[config.mk]
export PLATFORM = sky130hd
export DESIGN_NAME = vc_arbiter_flat
export DESIGN_NICKNAME = d
export VERILOG_FILES = /design/src/rtl/vc_arbiter_pkg.sv /design/src/rtl/vc_arbiter_if.sv /design/src/rtl/vc_arb_grant.sv /design/src/rtl/vc_arbiter.sv /design/src/flat_wrapper.sv
export SDC_FILE = /design/constraint.sdc
export NUM_CORES = 1
export LEC_CHECK = 0
export CAP_MARGIN = 20
export CORE_MARGIN = 2
export CORE_UTILIZATION = 40
export DETAILED_ROUTE_END_ITERATION = 10
export PLACE_DENSITY = 0.83
export SETUP_SLACK_MARGIN = 0.1
export SLEW_MARGIN = 25
export SYNTH_ARGS = -nofsm -noshare
export SYNTH_HDL_FRONTEND = slang
export SYNTH_SLANG_ARGS = --single-unit
[constraint.sdc]
create_clock -name clk -period 5.7 [get_ports clk]
set_input_delay 1.71 -clock clk [delete_from_list [all_inputs] [get_ports clk]]
set_output_delay 1.71 -clock clk [all_outputs]
set_load 0.03 [all_outputs]
[src/rtl/vc_arbiter_pkg.sv]
// Shared encodings, field positions and limits for the virtual-channel arbiter.
// Also holds the grant bundle type and the destination back-pressure helper.
package vc_arbiter_pkg;

    localparam int unsigned WORD_W   = 6;
    localparam int unsigned COUNT_W  = 3;
    localparam int unsigned UMBRAL_W = 2;
    localparam int unsigned STREAK_W = 3;

    localparam logic [2:0] ST_RESET  = 3'd0;
    localparam logic [2:0] ST_INIT   = 3'd1;
    localparam logic [2:0] ST_IDLE   = 3'd2;
    localparam logic [2:0] ST_ACTIVE = 3'd3;
    localparam logic [2:0] ST_ERROR  = 3'd4;

    localparam logic [COUNT_W-1:0]  FIFO_DEPTH   = 3'd4;
    localparam logic [STREAK_W-1:0] STREAK_LIMIT = 3'd4;

    localparam int unsigned VC_BIT      = 5;
    localparam int unsigned DEST_BIT    = 4;
    localparam int unsigned PAYLOAD_MSB = 3;
    localparam int unsigned PAYLOAD_LSB = 0;

    typedef logic [WORD_W-1:0] word_t;

    typedef struct packed {
        logic elig_vc0;
        logic elig_vc1;
        logic gnt_vc0;
        logic gnt_vc1;
    } grant_t;

    // Reserve slots shrink the usable depth; 3-bit wrap is intentional.
    function automatic logic dest_blocked(input logic [COUNT_W-1:0]  count,
                                          input logic [UMBRAL_W-1:0] umbral);
        logic [COUNT_W-1:0] limit;
        limit = FIFO_DEPTH - {1'b0, umbral};
        return count >= limit;
    endfunction

endpackage

[src/rtl/vc_arbiter_if.sv]
// Bus bundle between the arbiter and its VC / destination FIFOs and status logic.
// The slave modport is the arbiter's view; master is the environment's view.
interface vc_arbiter_if;
    import vc_arbiter_pkg::*;

    logic                init;
    logic [UMBRAL_W-1:0] umbral_D0;
    logic [UMBRAL_W-1:0] umbral_D1;
    logic                vc0_empty;
    logic                vc1_empty;
    word_t               vc0_data;
    word_t               vc1_data;
    logic [COUNT_W-1:0]  d0_count;
    logic [COUNT_W-1:0]  d1_count;
    logic                pop_vc0;
    logic                pop_vc1;
    logic                push_d0;
    logic                push_d1;
    word_t               data_out;
    logic                active_out;
    logic                idle_out;
    logic                error_out;

    modport slave (
        input  init, umbral_D0, umbral_D1, vc0_empty, vc1_empty,
               vc0_data, vc1_data, d0_count, d1_count,
        output pop_vc0, pop_vc1, push_d0, push_d1, data_out,
               active_out, idle_out, error_out
    );

    modport master (
        output init, umbral_D0, umbral_D1, vc0_empty, vc1_empty,
               vc0_data, vc1_data, d0_count, d1_count,
        input  pop_vc0, pop_vc1, push_d0, push_d1, data_out,
               active_out, idle_out, error_out
    );

endinterface

[src/rtl/vc_arb_grant.sv]
// Combinational eligibility and priority: VC0 first, VC1 forced once the
// VC0 streak reaches the limit while both channels are eligible.
module vc_arb_grant
    import vc_arbiter_pkg::*;
(
    input  logic                active,
    input  logic [STREAK_W-1:0] streak,
    input  logic                vc0_empty,
    input  logic                vc1_empty,
    input  word_t               vc0_data,
    input  word_t               vc1_data,
    input  logic [COUNT_W-1:0]  d0_count,
    input  logic [COUNT_W-1:0]  d1_count,
    input  logic [UMBRAL_W-1:0] umbral_d0,
    input  logic [UMBRAL_W-1:0] umbral_d1,
    output grant_t              grant
);

    logic blk_d0;
    logic blk_d1;
    logic dest_ok0;
    logic dest_ok1;
    logic elig0;
    logic elig1;

    always_comb begin
        blk_d0   = dest_blocked(d0_count, umbral_d0);
        blk_d1   = dest_blocked(d1_count, umbral_d1);
        dest_ok0 = vc0_data[DEST_BIT] ? !blk_d1 : !blk_d0;
        dest_ok1 = vc1_data[DEST_BIT] ? !blk_d1 : !blk_d0;
        elig0    = active && !vc0_empty && dest_ok0;
        elig1    = active && !vc1_empty && dest_ok1;

        grant          = '0;
        grant.elig_vc0 = elig0;
        grant.elig_vc1 = elig1;
        if (elig0 && elig1) begin
            if (streak >= STREAK_LIMIT) begin
                grant.gnt_vc1 = 1'b1;
            end else begin
                grant.gnt_vc0 = 1'b1;
            end
        end else begin
            grant.gnt_vc0 = elig0;
            grant.gnt_vc1 = elig1;
        end
    end

endmodule

[src/rtl/vc_arbiter.sv]
// Two-VC to two-destination arbiter: control FSM, reserve-slot registers and
// anti-starvation streak counter; transfers are combinational in ACTIVE.
module vc_arbiter
    import vc_arbiter_pkg::*;
(
    input  logic         clk,
    input  logic         reset,
    vc_arbiter_if.slave  bus
);

    logic [2:0]          state;
    logic [2:0]          state_nxt;
    logic [STREAK_W-1:0] streak;
    logic [UMBRAL_W-1:0] umb_d0;
    logic [UMBRAL_W-1:0] umb_d1;

    grant_t grant;
    word_t  head;
    logic   xfer;
    logic   head_err;
    logic   count_err;
    logic   err_cond;

    vc_arb_grant u_grant (
        .active    (state == ST_ACTIVE),
        .streak    (streak),
        .vc0_empty (bus.vc0_empty),
        .vc1_empty (bus.vc1_empty),
        .vc0_data  (bus.vc0_data),
        .vc1_data  (bus.vc1_data),
        .d0_count  (bus.d0_count),
        .d1_count  (bus.d1_count),
        .umbral_d0 (umb_d0),
        .umbral_d1 (umb_d1),
        .grant     (grant)
    );

    // Only a present head word can be malformed; an empty FIFO's head is don't-care.
    always_comb begin
        head_err  = (!bus.vc0_empty && (bus.vc0_data[VC_BIT] != 1'b0)) ||
                    (!bus.vc1_empty && (bus.vc1_data[VC_BIT] != 1'b1));
        count_err = (bus.d0_count > FIFO_DEPTH) || (bus.d1_count > FIFO_DEPTH);
        err_cond  = ((state == ST_IDLE) || (state == ST_ACTIVE)) && (head_err || count_err);
    end

    always_comb begin
        state_nxt = state;
        case (state)
            ST_RESET:  state_nxt = ST_INIT;
            ST_INIT:   if (!bus.init) state_nxt = ST_IDLE;
            ST_IDLE:   if (!bus.vc0_empty || !bus.vc1_empty) state_nxt = ST_ACTIVE;
            ST_ACTIVE: if (bus.vc0_empty && bus.vc1_empty) state_nxt = ST_IDLE;
            ST_ERROR:  state_nxt = ST_ERROR;
            default:   state_nxt = ST_RESET;
        endcase
        if (state != ST_RESET) begin
            if (bus.init) begin
                state_nxt = ST_INIT;
            end else if (err_cond) begin
                state_nxt = ST_ERROR;
            end
        end
    end

    always_ff @(posedge clk) begin
        if (reset) begin
            state  <= ST_RESET;
            streak <= '0;
            umb_d0 <= '0;
            umb_d1 <= '0;
        end else begin
            state <= state_nxt;
            if (state == ST_INIT) begin
                umb_d0 <= bus.umbral_D0;
                umb_d1 <= bus.umbral_D1;
            end
            if (grant.gnt_vc1 || bus.vc1_empty) begin
                streak <= '0;
            end else if (grant.gnt_vc0 && grant.elig_vc1) begin
                streak <= streak + 3'd1;
            end
        end
    end

    always_comb begin
        xfer         = grant.gnt_vc0 || grant.gnt_vc1;
        head         = grant.gnt_vc1 ? bus.vc1_data : bus.vc0_data;
        bus.pop_vc0  = grant.gnt_vc0;
        bus.pop_vc1  = grant.gnt_vc1;
        bus.push_d0  = xfer && !head[DEST_BIT];
        bus.push_d1  = xfer &&  head[DEST_BIT];
        bus.data_out = xfer ? head : '0;
    end

    assign bus.active_out = (state == ST_ACTIVE);
    assign bus.idle_out   = (state == ST_IDLE);
    assign bus.error_out  = (state == ST_ERROR);

endmodule

[src/flat_wrapper.sv]
// flat-port wrapper written by rule: the top's interface ports become plain ports
module vc_arbiter_flat import vc_arbiter_pkg::*;
  (clk, reset, bus_init, bus_umbral_D0, bus_umbral_D1, bus_vc0_empty, bus_vc1_empty, bus_vc0_data, bus_vc1_data, bus_d0_count, bus_d1_count, bus_pop_vc0, bus_pop_vc1, bus_push_d0, bus_push_d1, bus_data_out, bus_active_out, bus_idle_out, bus_error_out);
  vc_arbiter_if bus_i ();
  input  logic clk;
  input  logic reset;
  input wire logic [$bits(bus_i.init)-1:0] bus_init;
  input wire logic [$bits(bus_i.umbral_D0)-1:0] bus_umbral_D0;
  input wire logic [$bits(bus_i.umbral_D1)-1:0] bus_umbral_D1;
  input wire logic [$bits(bus_i.vc0_empty)-1:0] bus_vc0_empty;
  input wire logic [$bits(bus_i.vc1_empty)-1:0] bus_vc1_empty;
  input wire logic [$bits(bus_i.vc0_data)-1:0] bus_vc0_data;
  input wire logic [$bits(bus_i.vc1_data)-1:0] bus_vc1_data;
  input wire logic [$bits(bus_i.d0_count)-1:0] bus_d0_count;
  input wire logic [$bits(bus_i.d1_count)-1:0] bus_d1_count;
  output wire logic [$bits(bus_i.pop_vc0)-1:0] bus_pop_vc0;
  output wire logic [$bits(bus_i.pop_vc1)-1:0] bus_pop_vc1;
  output wire logic [$bits(bus_i.push_d0)-1:0] bus_push_d0;
  output wire logic [$bits(bus_i.push_d1)-1:0] bus_push_d1;
  output wire logic [$bits(bus_i.data_out)-1:0] bus_data_out;
  output wire logic [$bits(bus_i.active_out)-1:0] bus_active_out;
  output wire logic [$bits(bus_i.idle_out)-1:0] bus_idle_out;
  output wire logic [$bits(bus_i.error_out)-1:0] bus_error_out;
  assign bus_i.init = bus_init;
  assign bus_i.umbral_D0 = bus_umbral_D0;
  assign bus_i.umbral_D1 = bus_umbral_D1;
  assign bus_i.vc0_empty = bus_vc0_empty;
  assign bus_i.vc1_empty = bus_vc1_empty;
  assign bus_i.vc0_data = bus_vc0_data;
  assign bus_i.vc1_data = bus_vc1_data;
  assign bus_i.d0_count = bus_d0_count;
  assign bus_i.d1_count = bus_d1_count;
  assign bus_pop_vc0 = bus_i.pop_vc0;
  assign bus_pop_vc1 = bus_i.pop_vc1;
  assign bus_push_d0 = bus_i.push_d0;
  assign bus_push_d1 = bus_i.push_d1;
  assign bus_data_out = bus_i.data_out;
  assign bus_active_out = bus_i.active_out;
  assign bus_idle_out = bus_i.idle_out;
  assign bus_error_out = bus_i.error_out;
  vc_arbiter u_core (.clk(clk), .reset(reset), .bus(bus_i));
endmodule
==> reports/metrics.cfg <==
[run_status]
status = finished, final reports clean

[cells_and_area]
final_nets = 190
final_cell_mix = clkdlybuf4s50_1 (25), buf_4 (14), inv_1 (12), nand2_1 (12), dfxtp_1 (10)
syn2layout_area_growth_pct = 62.9
fin_cells = 178
layout_commonest_cell = clkdlybuf4s50_1
drive_gt1_frac = 0.232
antenna_cells = 0

[routing]
vias_per_cell = 5.35
antenna_left = 0
wl_per_cell_um = 14.3
routed_wl_um = 2540
route.detailed.drc = 0
vias = 952
drt_pass1_iterations = 4
first_iter_violations = 17

[sta]
hold_violations = 0
setup_viol = 0
clock.fmax_ghz = 0.183
setup_slack_ns = 0.226
fin_skew_ns = 0.00239
period_minus_slack_ns = 5.47
fin_tns_setup_ns = 0
grt_setup_unrepaired = false
slew_headroom = 0.762
worst_slew_pin_slew_ns = 0.356
drv_slew = 0
hold_slack_ns = 0.482
period_share = 0.960

[synthesis]
synthMuxAreaShare = 0.0135
synth-seq-area-share = 0.240
synthAdderAreaFrac = 0.150
synth-compound-area-share = 0.280
yosysUniqueCellTypes = 34
synth_warnings = 0
synth_xor_xnor_area_share = 0
synth_top_family_by_area = compound AO/OA/AOI/OAI gates
synth_area_sq_um = 836
ys_top_cells_by_area = dfxtp_1 (24%), ha_1 (15%), a22o_1 (6.3%), inv_1 (5.4%), nand2_1 (5.4%)
synth-simple-area-share = 0.231
synth.ff_latch_count = 10
yosysTopAreaCellShare = 0.240
syn-num-nets = 142
syn_area_per_cell_sq_um = 7.96
synth_area_leader_cell = dfxtp_1
syn-instance-count = 105

[die]
die_area_sq_um = 2470
coreArea_sq_um = 1960
num_io_pins = 40
start_util = 0.426
die_h_um = 49.7
die_x_um = 49.7
rows = 16

[worst_setup_path]
startpoint_type = input port
crit_arrival_ns = 3.76
crit_fanout = 8
required_ns = 3.99
path_delay_family = compound AO/OA/AOI/OAI gates
crit_path_cell_trace = clkdlybuf4s50_1 > inv_1 > ha_4 > nor2b_2 > o21ai_2 > mux2_4 > o31a_1 > a22o_1 > buf_6
crit_type = input port to output port
critPathBufInv = 3
end_kind = output port
slowest_stage = clkdlybuf4s50_1
worst_path_largest_cell_delay_ns = 0.47

[run]
drv_cap = 0

[placed_design]
place_congestion = 0.755
pre_cts_ws_ns = -0.495
dp_cells = 174
hpwl_um = 1970
io_buffers = 39

[power_and_ir_drop]
power_w = 0.000209
power_leakage_nw = 0.593
ir_drop_mv = 0.143
p_per_area_nw_per_um2 = 154

[cts]
clk_pin_slew_ns = 0.06
cts_max_path_buffers = 2
tritoncts = done
cts.sinks = 10
htree_levels = 1
numCtsBuffers = 3
insertion_delay_ns = 0.26
cts_root_buf = clkbuf_4
ctsHoldBuffers = 0

[grt]
grt_use_total = 0.222
grt_pass1_wl_um = 4280
grt-ovfl-total = 0
grt_max_degree = 11
antenna_found_initial = 0
grt_pass1_vias = 937

[hold_path]
hold_class = flip-flop to flip-flop

==> per-layer routing <==
metal  up-vias  track usage  wire (um)
met5         -            0          0
met4         0        0.111         22
met3         2       0.0394        193
met2        41        0.353       1170
met1       444        0.286       1160
li1        465            -          -
==> what timing repair did <==
item                                   CTS  global route
gates resized for setup                 48             7
endpoints found under the hold margin    0             0
setup buffers                            1             0
setup endpoints to repair                9             9
pin swaps                                7             7
==> state kept, by name (all words and copies together), names as in the netlist <==
signal         cells
u_core.state       3
u_core.streak      3
u_core.umb_d1      2
u_core.umb_d0      2
==> report_power, final <==
part           leakage, nW  total [W]  switching [W]  internal, W
clock               0.0138  0.0000447      0.0000205    0.0000242
sequential          0.0817  0.0000768     0.00000372    0.0000731
combinational        0.497  0.0000876      0.0000397    0.0000479
total                0.593   0.000209      0.0000639     0.000145
==> stage by stage <==
stage / instance area, sq um / utilization
5_1_grt: 1360 / 0.694
4_1_cts: 1310 / 0.669
3_5_place_dp: 1280 / 0.655
6_report: 1360 / 0.694
2_1_floorplan: 843 / -
3_3_place_gp: 1280 / 0.655
==> cell families (layout without fill, tap and decap cells) <==
| logic type | after synthesis | after routing |
|---|---|---|
| muxes | 1 | 1 |
| buffers and inverters | 16 | 62 |
| and+or+nand+nor | 36 | 36 |
| DFF | 10 | 10 |
| adders and majority gates | 10 | 10 |
| AOI/OAI and AO/OA | 32 | 32 |
==> worst register-to-register path: stages (launching register included) <==
cell     delay (ns)
dfxtp_1        0.37
inv_1          0.06
ha_1           0.27
inv_1          0.04
ha_1           0.29
nand2_1        0.06
o21ai_1        0.08
buf_4          0.15
mux2_4         0.28
buf_4          0.14
or4b_1         0.53
o22ai_1        0.19
==> area by class of cell <==
type	instances	area [sq um]
fillers	167	601
clock buffers	3	22.5
well taps	27	33.8
repair buffers	47	434
flip-flops and latches	10	200
inverters	12	45.0
multi-input cells	79	626
==> cells in the mapped netlist, drive strengths merged <==
library cell and count:
o31a 1, ha 10, nor2b 4, nor4b 1
nor2 6, a311oi 1, nand2 12, mux2 1
o22ai 3, clkbuf 1, o21ai 8, and2b 1
nand2b 3, nand3 1, nand3b 1, a22o 6
nor3 3, or4b 1, and4bb 1, a21oi 8
a41o 1, inv 12, o2111ai 1, a211oi 1
dfxtp 10, and2 2, a21bo 1, buf 3
a2bb2oi 1
==> path summary, 6_finish.rpt <==
check | to | start | cells after the start | slack (ns)
max | bus_data_out[4] | bus_d0_count[0] | 9 | 0.23
min | u_core.umb_d0[1]$_SDFFE_PP0P_ | u_core.umb_d0[1]$_SDFFE_PP0P_ | 2 | 0.48
max reg2reg | u_core.streak[0]$_SDFFE_PP0P_ | u_core.umb_d1[0]$_SDFFE_PP0P_ | 11 | 3.16
min reg2reg | u_core.umb_d0[1]$_SDFFE_PP0P_ | u_core.umb_d0[1]$_SDFFE_PP0P_ | 2 | 0.48
Note: power is estimated with default switching activity, not from simulation.
